`src/rtl/seg7_scan_pkg.sv`:
```
// seg7_scan_pkg: scan-controller state encoding and parameter defaults
package seg7_scan_pkg;
    typedef enum logic [1:0] {IDLE, SHOW, GAP} state_t;
    localparam int DEF_N_DIGITS = 4;
    localparam int DEF_DWELL    = 1000;
    localparam int DEF_GAP_CYC  = 2;
endpackage

```
`src/rtl/seg7_dwell_timer.sv`:
```
// seg7_dwell_timer: loadable down-counter with terminal-count flag and look-ahead value
module seg7_dwell_timer #(
    parameter int CW = 4
) (
    input  logic          clk,
    input  logic          rst,
    input  logic          clr,
    input  logic          ld,
    input  logic [CW-1:0] ld_val,
    output logic [CW-1:0] cnt_nxt,
    output logic          tc
);
    logic [CW-1:0] cnt;
    always_comb cnt_nxt = clr ? '0 : ld ? ld_val : (cnt != '0) ? cnt - 1'b1 : cnt;
    always_ff @(posedge clk)
        if (rst) cnt <= '0;
        else     cnt <= cnt_nxt;
    assign tc = (cnt == '0);
endmodule

```
`src/rtl/seg7_scan_ctrl.sv`:
```
// seg7_scan_ctrl: multiplexed BCD digit scanner driving an external 7-segment decoder
module seg7_scan_ctrl
    import seg7_scan_pkg::*;
#(
    parameter int N_DIGITS = DEF_N_DIGITS,
    parameter int DWELL    = DEF_DWELL,
    parameter int GAP_CYC  = DEF_GAP_CYC
) (
    input  logic                  clk,
    input  logic                  rst,
    input  logic                  en,
    input  logic [4*N_DIGITS-1:0] bcd_in,
    input  logic                  load,
    output logic                  load_ack,
    input  logic                  lz_en,
    input  logic                  lamp_test,
    output logic [3:0]            seg_bcd,
    output logic                  seg_lt_n,
    output logic                  seg_rbi_n,
    output logic                  seg_bi_n,
    output logic [N_DIGITS-1:0]   digit_an_n,
    output logic                  frame_done
);
    localparam int MAXC = (DWELL > GAP_CYC) ? DWELL : GAP_CYC;
    localparam int CW   = $clog2(MAXC);
    localparam int KW   = $clog2(N_DIGITS);

    state_t                state, state_n;
    logic [KW-1:0]         k, k_n;
    logic [4*N_DIGITS-1:0] shadow, display, disp_n;
    logic                  pending, zrun, zrun_n, commit, frame_start, ld, tc, show;
    logic [CW-1:0]         ld_val, cnt_nxt;
    logic [3:0]            nib_cur, bcd_o;
    logic [N_DIGITS-1:0]   an_o;
    logic                  rbi_o, ack_o, fd_o;

    seg7_dwell_timer #(.CW(CW)) u_timer (
        .clk(clk), .rst(rst), .clr(!en), .ld(ld), .ld_val(ld_val), .cnt_nxt(cnt_nxt), .tc(tc)
    );

    always_ff @(posedge clk) begin
        if (rst) begin
            state      <= IDLE;
            k          <= '0;
            shadow     <= '0;
            display    <= '0;
            pending    <= 1'b0;
            zrun       <= 1'b0;
            seg_bcd    <= 4'h0;
            seg_lt_n   <= 1'b1;
            seg_rbi_n  <= 1'b1;
            seg_bi_n   <= 1'b0;
            digit_an_n <= '1;
            load_ack   <= 1'b0;
            frame_done <= 1'b0;
        end else begin
            state      <= state_n;
            k          <= k_n;
            shadow     <= load ? bcd_in : shadow;
            display    <= disp_n;
            // a load on the commit edge re-arms pending so it lands next frame
            pending    <= load | (pending & ~commit);
            zrun       <= zrun_n;
            seg_bcd    <= bcd_o;
            seg_lt_n   <= ~lamp_test;
            seg_rbi_n  <= rbi_o;
            seg_bi_n   <= show;
            digit_an_n <= an_o;
            load_ack   <= ack_o;
            frame_done <= fd_o;
        end
    end

    always_comb begin
        state_n     = state;
        k_n         = k;
        ld          = 1'b0;
        ld_val      = CW'(DWELL - 1);
        frame_start = 1'b0;
        if (!en) begin
            state_n = IDLE;
            k_n     = '0;
        end else if (state == IDLE) begin
            state_n     = SHOW;
            k_n         = KW'(N_DIGITS - 1);
            ld          = 1'b1;
            frame_start = 1'b1;
        end else if (tc) begin
            ld = 1'b1;
            if (state == SHOW) begin
                state_n = GAP;
                ld_val  = CW'(GAP_CYC - 1);
            end else begin
                state_n     = SHOW;
                k_n         = (k == '0) ? KW'(N_DIGITS - 1) : k - 1'b1;
                frame_start = (k == '0);
            end
        end
    end

    always_comb begin
        commit  = frame_start & pending;
        disp_n  = commit ? shadow : display;
        nib_cur = display[4*k +: 4];
        zrun_n  = frame_start ? lz_en : (state == SHOW && state_n == GAP) ? zrun && (nib_cur == 4'h0) : zrun;
        show    = (state_n == SHOW);
        an_o    = show ? ~(N_DIGITS'(1) << k_n) : '1;
        bcd_o   = show ? disp_n[4*k_n +: 4] : 4'h0;
        rbi_o   = ~(show && zrun_n && k_n != '0);
        ack_o   = commit;
        fd_o    = (state_n == GAP) && (k_n == '0) && (cnt_nxt == '0);
    end
endmodule

```
`config.mk`:
```
export PLATFORM = sky130hd
export DESIGN_NAME = seg7_scan_ctrl
export DESIGN_NICKNAME = d
export VERILOG_FILES = /design/src/rtl/seg7_scan_pkg.sv /design/src/rtl/seg7_dwell_timer.sv /design/src/rtl/seg7_scan_ctrl.sv
export SDC_FILE = /design/constraint.sdc
export NUM_CORES = 1
export LEC_CHECK = 0
export ABC_CLOCK_PERIOD_IN_PS = 3630
export CAP_MARGIN = 20
export CORE_ASPECT_RATIO = 1.2
export CORE_MARGIN = 5
export CORE_UTILIZATION = 40
export DETAILED_ROUTE_END_ITERATION = 7
export MAX_ROUTING_LAYER = met4
export PLACE_DENSITY = 0.69
export SLEW_MARGIN = 20
export SYNTH_ARGS = -nofsm -noshare
export SYNTH_HDL_FRONTEND = slang
export SYNTH_SLANG_ARGS = --single-unit
export TNS_END_PERCENT = 30
```
`constraint.sdc`:
```
create_clock -name clk -period 3.63 [get_ports clk]
set_input_delay 0.363 -clock clk [delete_from_list [all_inputs] [get_ports clk]]
set_output_delay 0.363 -clock clk [all_outputs]
set_load 0.02 [all_outputs]
```
==> reports/results.tsv <==
metric	value	unit
status	finished, final reports clean	
hold_viol	0	
grt_pass1_wl	9.29	mm
antenna_found_initial	0	
max_stage_delay	0.56	ns
async_flop_share	0	%
synth_top_area_share	49.4	%
clkTransAtPathRegs	0.07	ns
ys_seq_area_share	49.4	%
synth_edf_count	0	
post_drt_via_cell_ratio	5.04	
synth_compound_area_share	10.7	%
fin_cells	378	
antenna_cells	0	
cts_max_level	3	
ant_nets	0	
syn_area_per_cell	9.66	um^2
drt_drc_violations_left	0	
cp.required	3.88	ns
syn_nets	281	
path_cells	nor4_4 -> a41oi_1 -> nor2_4 -> mux2i_1 -> o22ai_1 -> o21a_1	
fin_crit	2.53	ns
cts_hold_buf	0	
drv_slew	0	
path_class	reg2reg	
synth_adder_area_share	1.52	%
ir_drop	0.237	mV
min_from	pending	
cts_buffer_depth	2	
setup_viol	0	
worst-path-buf-inv	0	
row_count	31	
grt_usage	16.2	%
drive_gt1_share	7.77	%
nFillCells	582	
r2r_start	u_timer.cnt[9]	
netlist_instances	256	
ys.flop_type	dfxtp_1	
maxCapViolCount	0	
area_growth	25.4	%
synth_mux_area_share	13.4	%
endpoint_kind	flip-flop	
crit_start	u_timer.cnt[9]	
dpl.cell_count	362	
worst_pin_slew	0.995	ns
first_global_vias	2069	
die_area	0.00786	mm^2
synth_area_leaders	dfxtp_1 (49%), mux2i_1 (13%), nor2_1 (8.0%)	
clock_skew	0.0140	ns
io_buffers	34	
yosys.area.top_type	dfxtp_1	
num_io_pins	35	
timing.fmax	396	MHz
cts_tree	done	
dr.first_iter.drc_count	101	
synth_xor_xnor_area_share	1.77	%
worst_path_max_delay_cell	nor2_4	
fin_crit_sh	69.6	%
cp.arrival	2.77	ns
rsz0062_at_grt	false	
start_kind	flip-flop	
cts_inserted_buffers	9	
cpLargestDelayFamily	simple AND/OR/NAND/NOR gates	
dieWidth	81.8	um
synth.most_common_cell	dfxtp_1	
cts_num_sinks	61	
synth_area	0.00247	mm^2
grt_max_degree	38	
wirelength	5.48	mm
coreArea	0.00601	mm^2
fin_setup_tns	0	ns
ys.warnings.count	0	
clk_latency	0.35	ns
cts_root_buf	clkbuf_8	
vias	1906	
hold_class	reg2reg	
ys_ff_latch	61	
synth-simple-area-share	20.2	%
cp_max_fo	16	
gp_congestion	0.889	
die_h	96.1	um
nNetsFinal	316	
firstDrtPassIters	4	
overflow	0	
pwr_density_cell	512	mW/mm^2
synth_commonest_cells	dfxtp_1 (61), nor2_1 (53), mux2i_1 (33)	
hpwl	4.01	mm
slew_headroom	33.5	%
synth_cell_types	42	
cts-resized-gates	0	
p_leak	1.19	nW
synth_top_family_by_area	simple AND/OR/NAND/NOR gates	
avgRoutedWirePerCell	14.5	um
cts_setup_buffers	0	
initial_core_util	41.1	%
==> metal layers <==
| layer | global-route usage, % | share of wire (%) | vias to the layer above |
|---|---|---|---|
| li1 | - | - | 967 |
| met1 | 17.2 | 43 | 885 |
| met2 | 26.8 | 50 | 34 |
| met3 | 5.15 | 4.4 | 20 |
| met4 | 8.17 | 3.2 | 0 |
| met5 | - | 0 | - |
==> state kept, by name (all words and copies together), names as in the netlist, 2 cells and up <==
signal / cells
shadow: 16
u_timer.cnt: 10
display: 16
state: 2
seg_bcd: 4
digit_an_n: 4
k: 2
==> worst paths after layout <==
check / to / slack, ns / cells past startpoint
worst max register to register: seg_bcd[1] / 1.10 / 6
worst min-delay path: pending / 0.49 / 2
worst min register to register: pending / 0.49 / 2
worst max-delay path: seg_bcd[1] / 1.10 / 6
==> worst register-to-register path: stages (launching register included) <==
cell and delay, ns:
dfxtp_1 0.35, nor4_4 0.48, a41oi_1 0.35, nor2_4 0.56, mux2i_1 0.35, o22ai_1 0.15, o21a_1 0.19
==> stage by stage <==
step / total power (W) / cell area, um^2 / hold slack [ns] / setup slack (ns) / util, %
after floorplan: 0.000855 / 2470 / 0.437 / 1.51 / -
after global placement: 0.000915 / 2870 / 0.471 / 1.13 / 47.7
after detailed placement: 0.000918 / 2870 / 0.475 / 1.08 / 47.7
after CTS: 0.00161 / 3100 / 0.492 / 1.09 / 51.6
after global routing: 0.00166 / 3100 / 0.505 / 0.925 / 51.6
final: 0.00159 / 3100 / 0.491 / 1.10 / 51.6
==> final cells by class <==
| class | instances | area, um^2 | area share (%) |
|---|---|---|---|
| Multi-Input combinational cell | 178 | 1180 | 37.9 |
| Inverter | 6 | 22.5 | 0.726 |
| Sequential cell | 61 | 1220 | 39.4 |
| Clock inverter | 6 | 93.8 | 3.03 |
| Tap cell | 82 | 103 | 3.31 |
| Timing Repair Buffer | 35 | 348 | 11.2 |
| Clock buffer | 10 | 138 | 4.44 |
==> power breakdown <==
group          switching (W)  internal [W]  leakage (nW)
clock               0.000278      0.000409         0.113
sequential         0.0000230      0.000698         0.500
combinational      0.0000973     0.0000840         0.582
total               0.000398       0.00119          1.19
==> cells in the final DEF, fill, tap and decap left out, types with 2 or more instances in the layout <==
master / instances
dfxtp_1: 61
ha_1: 3
nand2b_1: 5
or4_1: 2
a41oi_1: 3
o21ai_0: 2
clkbuf_8: 10
a21oi_1: 12
xor2_1: 3
clkinv_4: 2
clkdlybuf4s50_1: 34
nor4_1: 3
nor3_1: 6
and2_1: 2
o22ai_1: 8
mux2i_1: 33
o21a_1: 5
nand3_1: 5
inv_1: 6
a22oi_1: 2
bufinv_16: 2
nand2_1: 8
nor2b_1: 2
nor2_1: 53
nor4_4: 2
a211oi_1: 2
xnor2_1: 2
==> cell families (layout without fill, tap and decap cells) <==
group           count (synthesis)  in the layout
flops                          61             61
buf+inv                        17             57
simple gates                   97             97
compound gates                 40             40
fa+ha+maj                       3              3
xor+xnor                        5              5
mux                            33             33
(Power assumes the default switching activity.)
